[config.mk]
export PLATFORM = sky130hd
export DESIGN_NAME = pc_sequencer
export DESIGN_NICKNAME = d
export VERILOG_FILES = /design/src/rtl/pc_sequencer_pkg.sv /design/src/rtl/next_pc_sel.sv /design/src/rtl/pc_sequencer.sv
export SDC_FILE = /design/constraint.sdc
export NUM_CORES = 1
export LEC_CHECK = 0
export ABC_AREA = 1
export BUFFER_PORTS_ARGS = -buffer_cell sky130_fd_sc_hd__buf_4
export CAP_MARGIN = 10
export CORE_MARGIN = 2
export CORE_UTILIZATION = 49
export CTS_CLUSTER_SIZE = 24
export DETAILED_ROUTE_END_ITERATION = 7
export GPL_TIMING_DRIVEN = 0
export PLACE_DENSITY = 0.86
export SLEW_MARGIN = 0
export SYNTH_ARGS = -nofsm -noshare
export SYNTH_HDL_FRONTEND = slang
export SYNTH_SLANG_ARGS = --single-unit
[constraint.sdc]
create_clock -name clk -period 1.8 [get_ports clk]
set_input_delay 0.36 -clock clk [delete_from_list [all_inputs] [get_ports clk]]
set_output_delay 0.36 -clock clk [all_outputs]
set_load 0.05 [all_outputs]
[src/rtl/pc_sequencer_pkg.sv]
// Shared types and constants for the PC sequencer and the fetch interface.
//   ADDR_W / DATA_W / CNT_W : PC width, instruction word width, fetch counter width
//   addr_t / block_t / inst_t : PC, instruction word, Fetch output {pc, word}
//   RESET_PC                : PC presented in the first cycle after reset
//   HALT_WORD               : instruction encoding that stops sequencing
//   pcs_state_e             : sequencer state (BOOT -> RUN -> HALTED)
package pc_sequencer_pkg;

    localparam int ADDR_W = 9;
    localparam int DATA_W = 16;
    localparam int CNT_W  = 16;

    typedef logic [ADDR_W-1:0] addr_t;
    typedef logic [DATA_W-1:0] block_t;

    typedef struct packed {
        addr_t  pc;
        block_t word;
    } inst_t;

    localparam addr_t  RESET_PC  = 9'd0;
    localparam block_t HALT_WORD = 16'hFFFF;

    typedef enum logic [1:0] {
        BOOT   = 2'd0,
        RUN    = 2'd1,
        HALTED = 2'd2
    } pcs_state_e;

endpackage

[src/rtl/next_pc_sel.sv]
// Combinational next-PC priority mux.
//   state          : current sequencer state
//   pc             : current PC
//   stall          : hold request
//   do_jump/jump_target, do_branch/branch_target : redirects from Execute
//   halt_seen      : correct-path halt word observed this cycle
//   pc_next        : PC to present next cycle
//   load_en        : a PC is issued this cycle (drives the fetch counter)
module next_pc_sel
    import pc_sequencer_pkg::*;
(
    input  pcs_state_e        state,
    input  logic [ADDR_W-1:0] pc,
    input  logic              stall,
    input  logic              do_jump,
    input  logic [ADDR_W-1:0] jump_target,
    input  logic              do_branch,
    input  logic [ADDR_W-1:0] branch_target,
    input  logic              halt_seen,
    output logic [ADDR_W-1:0] pc_next,
    output logic              load_en
);

    always_comb begin
        pc_next = pc;
        load_en = 1'b0;
        case (state)
            // Fetch still shows the reset bubble, so redirects and stall are
            // meaningless here; RESET_PC is held for one cycle and counts as issued.
            BOOT: begin
                pc_next = pc;
                load_en = 1'b1;
            end
            RUN: begin
                if (do_jump) begin
                    pc_next = jump_target;
                    load_en = 1'b1;
                end else if (do_branch) begin
                    pc_next = branch_target;
                    load_en = 1'b1;
                end else if (halt_seen || stall) begin
                    pc_next = pc;
                    load_en = 1'b0;
                end else begin
                    // Natural wrap at 2**ADDR_W.
                    pc_next = pc + ADDR_W'(1);
                    load_en = 1'b1;
                end
            end
            default: begin
                pc_next = pc;
                load_en = 1'b0;
            end
        endcase
    end

endmodule

[src/rtl/pc_sequencer.sv]
// PC sequencer: initiator side of the fetch interface. Presents a PC to Fetch
// every cycle, advancing sequentially, redirecting on jump/branch from Execute,
// holding on stall, and freezing for good once the halt word comes back on the
// correct path.
//   clk, rst (async, active-low)
//   stall, do_branch/branch_target, do_jump/jump_target : control from the pipeline
//   inst        : Fetch output {pc, word}, only the word is examined
//   pc          : address presented to Fetch
//   halted      : sticky halt indication
//   fetch_count : saturating count of PCs issued
module pc_sequencer
    import pc_sequencer_pkg::*;
(
    input  logic                     clk,
    input  logic                     rst,
    input  logic                     stall,
    input  logic                     do_branch,
    input  logic [ADDR_W-1:0]        branch_target,
    input  logic                     do_jump,
    input  logic [ADDR_W-1:0]        jump_target,
    input  logic [ADDR_W+DATA_W-1:0] inst,
    output logic [ADDR_W-1:0]        pc,
    output logic                     halted,
    output logic [CNT_W-1:0]         fetch_count
);

    pcs_state_e        state_reg, state_next;
    logic [ADDR_W-1:0] pc_reg, pc_next;
    logic [CNT_W-1:0]  cnt_reg;
    logic              load_en;
    logic              halt_seen;
    logic              inst_pc_unused;

    // A halt word fetched alongside a redirect is on the squashed path.
    // HALT_WORD is non-zero, so reset/flush bubbles can never match.
    assign halt_seen = (inst[DATA_W-1:0] == HALT_WORD) && !do_branch && !do_jump;

    // The pc half of the Fetch output is not needed to decide on halting.
    assign inst_pc_unused = ^inst[ADDR_W+DATA_W-1:DATA_W];

    next_pc_sel u_next_pc_sel (
        .state         (state_reg),
        .pc            (pc_reg),
        .stall         (stall),
        .do_jump       (do_jump),
        .jump_target   (jump_target),
        .do_branch     (do_branch),
        .branch_target (branch_target),
        .halt_seen     (halt_seen),
        .pc_next       (pc_next),
        .load_en       (load_en)
    );

    always_comb begin
        state_next = state_reg;
        case (state_reg)
            BOOT:    state_next = RUN;
            RUN:     state_next = halt_seen ? HALTED : RUN;
            HALTED:  state_next = HALTED;
            default: state_next = BOOT;
        endcase
    end

    always_ff @(posedge clk or negedge rst) begin
        if (!rst) begin
            state_reg <= BOOT;
            pc_reg    <= RESET_PC;
            cnt_reg   <= '0;
        end else begin
            state_reg <= state_next;
            pc_reg    <= pc_next;
            if (load_en && (cnt_reg != {CNT_W{1'b1}})) begin
                cnt_reg <= cnt_reg + CNT_W'(1);
            end
        end
    end

    assign pc          = pc_reg;
    assign halted      = (state_reg == HALTED);
    assign fetch_count = cnt_reg;

endmodule

==> out/results.tsv <==
stage	metric	value	unit
synth	ys_warn_count	0	
final_layout	syn2layout_area_growth	31.8	%
global_route	grt_pass1_vias	1909	
pwr	p_per_area	850	nW/um^2
sta	setup_slack	0.128	ns
synth	synth_top_cell_by_area	dfrtp_1	
sta	period_needed	1.67	ns
clocking	clk_pin_slew_worst_paths	0.10	ns
global_route	grt.overflow.total	0	
clocking	clk_latency	0.27	ns
global_route	antenna_found_initial	0	
sta	slew_violations	0	
place	portBuffers	62	
synth	syn_area_per_cell	6.84	um^2
sta	rsz0062_at_grt	false	
sta	clock.fmax	598	MHz
drt	vias_per_cell	5.17	
final_layout	seq_area	678	um^2
global_route	grt_start_max_net_pins	28	
synth	synth_nets	329	
hold_path	hp-start	jump_target[6]	
synth	synth_top_area_share	35.4	%
synth	ys_ff_latch	27	
final_layout	n_antenna_cell	0	
outcome	status	completed	
global_route	gr-usage-all-layers	22.6	%
floorplanning	chipHeight	66.4	um
drt	post_drt_wl_per_cell	11.6	um
synth	synth_cell_types	28	
worst_setup_path	start_kind	register	
pwr	vdd_drop_max	0.380	mV
sta	setup_viol	0	
place	dp_hpwl	3550	um
floorplanning	rows	22	
worst_setup_path	r2r-start	fetch_count[0]	
final_layout	drive_gt1_share	26.7	%
global_route	gr-usage-met1	26.4	%
floorplanning	die_x	66.4	um
job	drv_cap	0	
floorplanning	io_pins	74	
floorplanning	dieArea	4410	um^2
clocking	ctsRootBufferMaster	clkbuf_8	
worst_setup_path	crit_start	fetch_count[0]	
pwr	p_leak	1.33	nW
sta	post-route-period-util	92.9	%
final_layout	final_common_cell	nand2_1	
worst_setup_path	path_common_cell	nand2_1	
drt	first_pass_iters	4	
clocking	cts_tree	built	
sta	slew_headroom	63.2	%
floorplanning	initial_utilization	51.3	%
global_route	grt_util_met2	41.8	%
synth	ys_top_cells_by_area	dfrtp_1 (35%), nand2_1 (21%), nand3_1 (8.7%)	
sta	worst_pin_slew	0.553	ns
worst_setup_path	slowest_delay	0.40	ns
worst_setup_path	cp_cell_sequence	ha_2 > nand3_2 > nor2_4 > nand4_1 > nand2_1 > inv_2 > clkbuf_4 > nand3_1 > nand2_1	
global_route	grt_pass1_wl	7960	um
sta	finalSetupTns	0	ns
drt	first_iter_violations	160	
global_route	busiest_layer	met2	
worst_setup_path	worstSetupPathType	reg2reg	
hold_path	hp-class	in2reg	
worst_setup_path	crit_slowest_cell	dfrtp_2	
worst_setup_path	arrival	1.85	ns
drt	ant_nets	0	
worst_setup_path	critPathRequiredTime	1.98	ns
clocking	ctsLongestPathBuffers	2	
synth	syn_inst	279	
place	place.gp.congestion	0.858	
final_layout	fill_cells	349	
sta	timing.final.hold_violations	0	
final_layout	fin_nets	399	
clocking	cts_buffers	3	
final_layout	final_cell_mix	nand2_1 (109), buf_4 (66), nand3_1 (33)	
clocking	cts.sinks	27	
synth	ys_seq_area_share	35.4	%
floorplanning	core-area	3720	um^2
sta	skew	0.00686	ns
final_layout	multi_input_area	1080	um^2
place	pre_cts_ws	0.141	ns
global_route	grt_util_met3	3.07	%
drt	vias	2046	
worst_setup_path	cp_max_fo	10	
synth	syn-cell-area	1910	um^2
final_layout	largest_register_ffs	16	
clocking	h-tree-depth	1	
drt	drcViolationCount	0	
worst_setup_path	endpoint_kind	register	
drt	wl	4610	um
==> layer usage <==
layer  vias up  share of wire, %
met1       950                42
met3         8               5.6
met5         -                 0
met2        69                51
li1       1019                 -
met4         0               1.3
==> where the power goes <==
group / switching, mW / total [mW] / internal, mW
clock network: 0.194 / 0.351 / 0.157
logic: 0.594 / 0.945 / 0.350
registers: 0.139 / 0.842 / 0.702
total: 0.927 / 2.14 / 1.21
==> Yosys cell counts, drive strengths merged <==
cell    number
nand3       35
nand2      111
a21oi        2
o21bai       2
nor3         4
mux2i        1
nor2        25
or2          4
buf          9
ha           2
inv         25
nand4        6
xnor2        4
xor2         9
dfrtp       27
a31oi        1
o21ai       12
==> final timing paths <==
| kind | slack [ns] | depth (start not counted) | endpoint |
|---|---|---|---|
| setup / recovery | 0.13 | 9 | fetch_count[5] |
| hold / removal | 0.37 | 5 | pc[6] |
| setup reg to reg | 0.13 | 9 | fetch_count[5] |
| hold reg to reg | 0.52 | 2 | fetch_count[1] |
| max in group asynchronous | 0.98 | 2 | fetch_count[1] |
| min in group asynchronous | 0.53 | 2 | fetch_count[12] |
==> layout make-up <==
cell class | count | area share, %
Sequential cell | 27 | 27.0
Clock buffer | 3 | 1.64
Inverter | 25 | 3.73
Buffer | 9 | 2.59
Tap cell | 48 | 2.39
Multi-Input combinational cell | 218 | 42.9
Clock inverter | 1 | 0.299
Timing Repair Buffer | 65 | 19.5
==> worst max-delay path: cells and delay by family (launching register included) <==
kind / cells / cell delay [ns]
fa+ha+maj: 1 / 0.21
simple gates: 6 / 0.69
flops: 1 / 0.40
buf+inv: 2 / 0.29
==> per-stage QoR <==
stage	power (mW)	hold WS [ns]	std cells	area (um^2)	util, %
5_1_grt	2.28	0.372	396	2510	67.7
3_3_place_gp	1.75	0.294	389	2440	65.6
6_report	2.14	0.366	396	2510	67.7
2_1_floorplan	1.46	0.0644	279	1910	-
4_1_cts	2.13	0.357	394	2490	67.1
3_5_place_dp	1.77	0.299	389	2440	65.6
==> kinds of logic (layout without fill, tap and decap cells) <==
| group | after synthesis | count (layout) | share of synthesized area (%) |
|---|---|---|---|
| buf+inv | 34 | 103 | 8.20 |
| flops | 27 | 27 | 35.4 |
| mux | 1 | 1 | 0.525 |
| simple gates | 185 | 185 | 43.2 |
| fa+ha+maj | 2 | 2 | 1.31 |
| xor+xnor | 13 | 13 | 5.97 |
| compound gates | 17 | 17 | 5.38 |
==> timing repair <==
item                                    in CTS  in global routing
hold endpoints to repair                    26                  0
hold buffers                                 1                  0
buffers inserted                             0                  2
gates resized for setup                      0                  2
endpoints found under the setup margin       0                  1
Note: power is estimated with default switching activity, not from simulation.
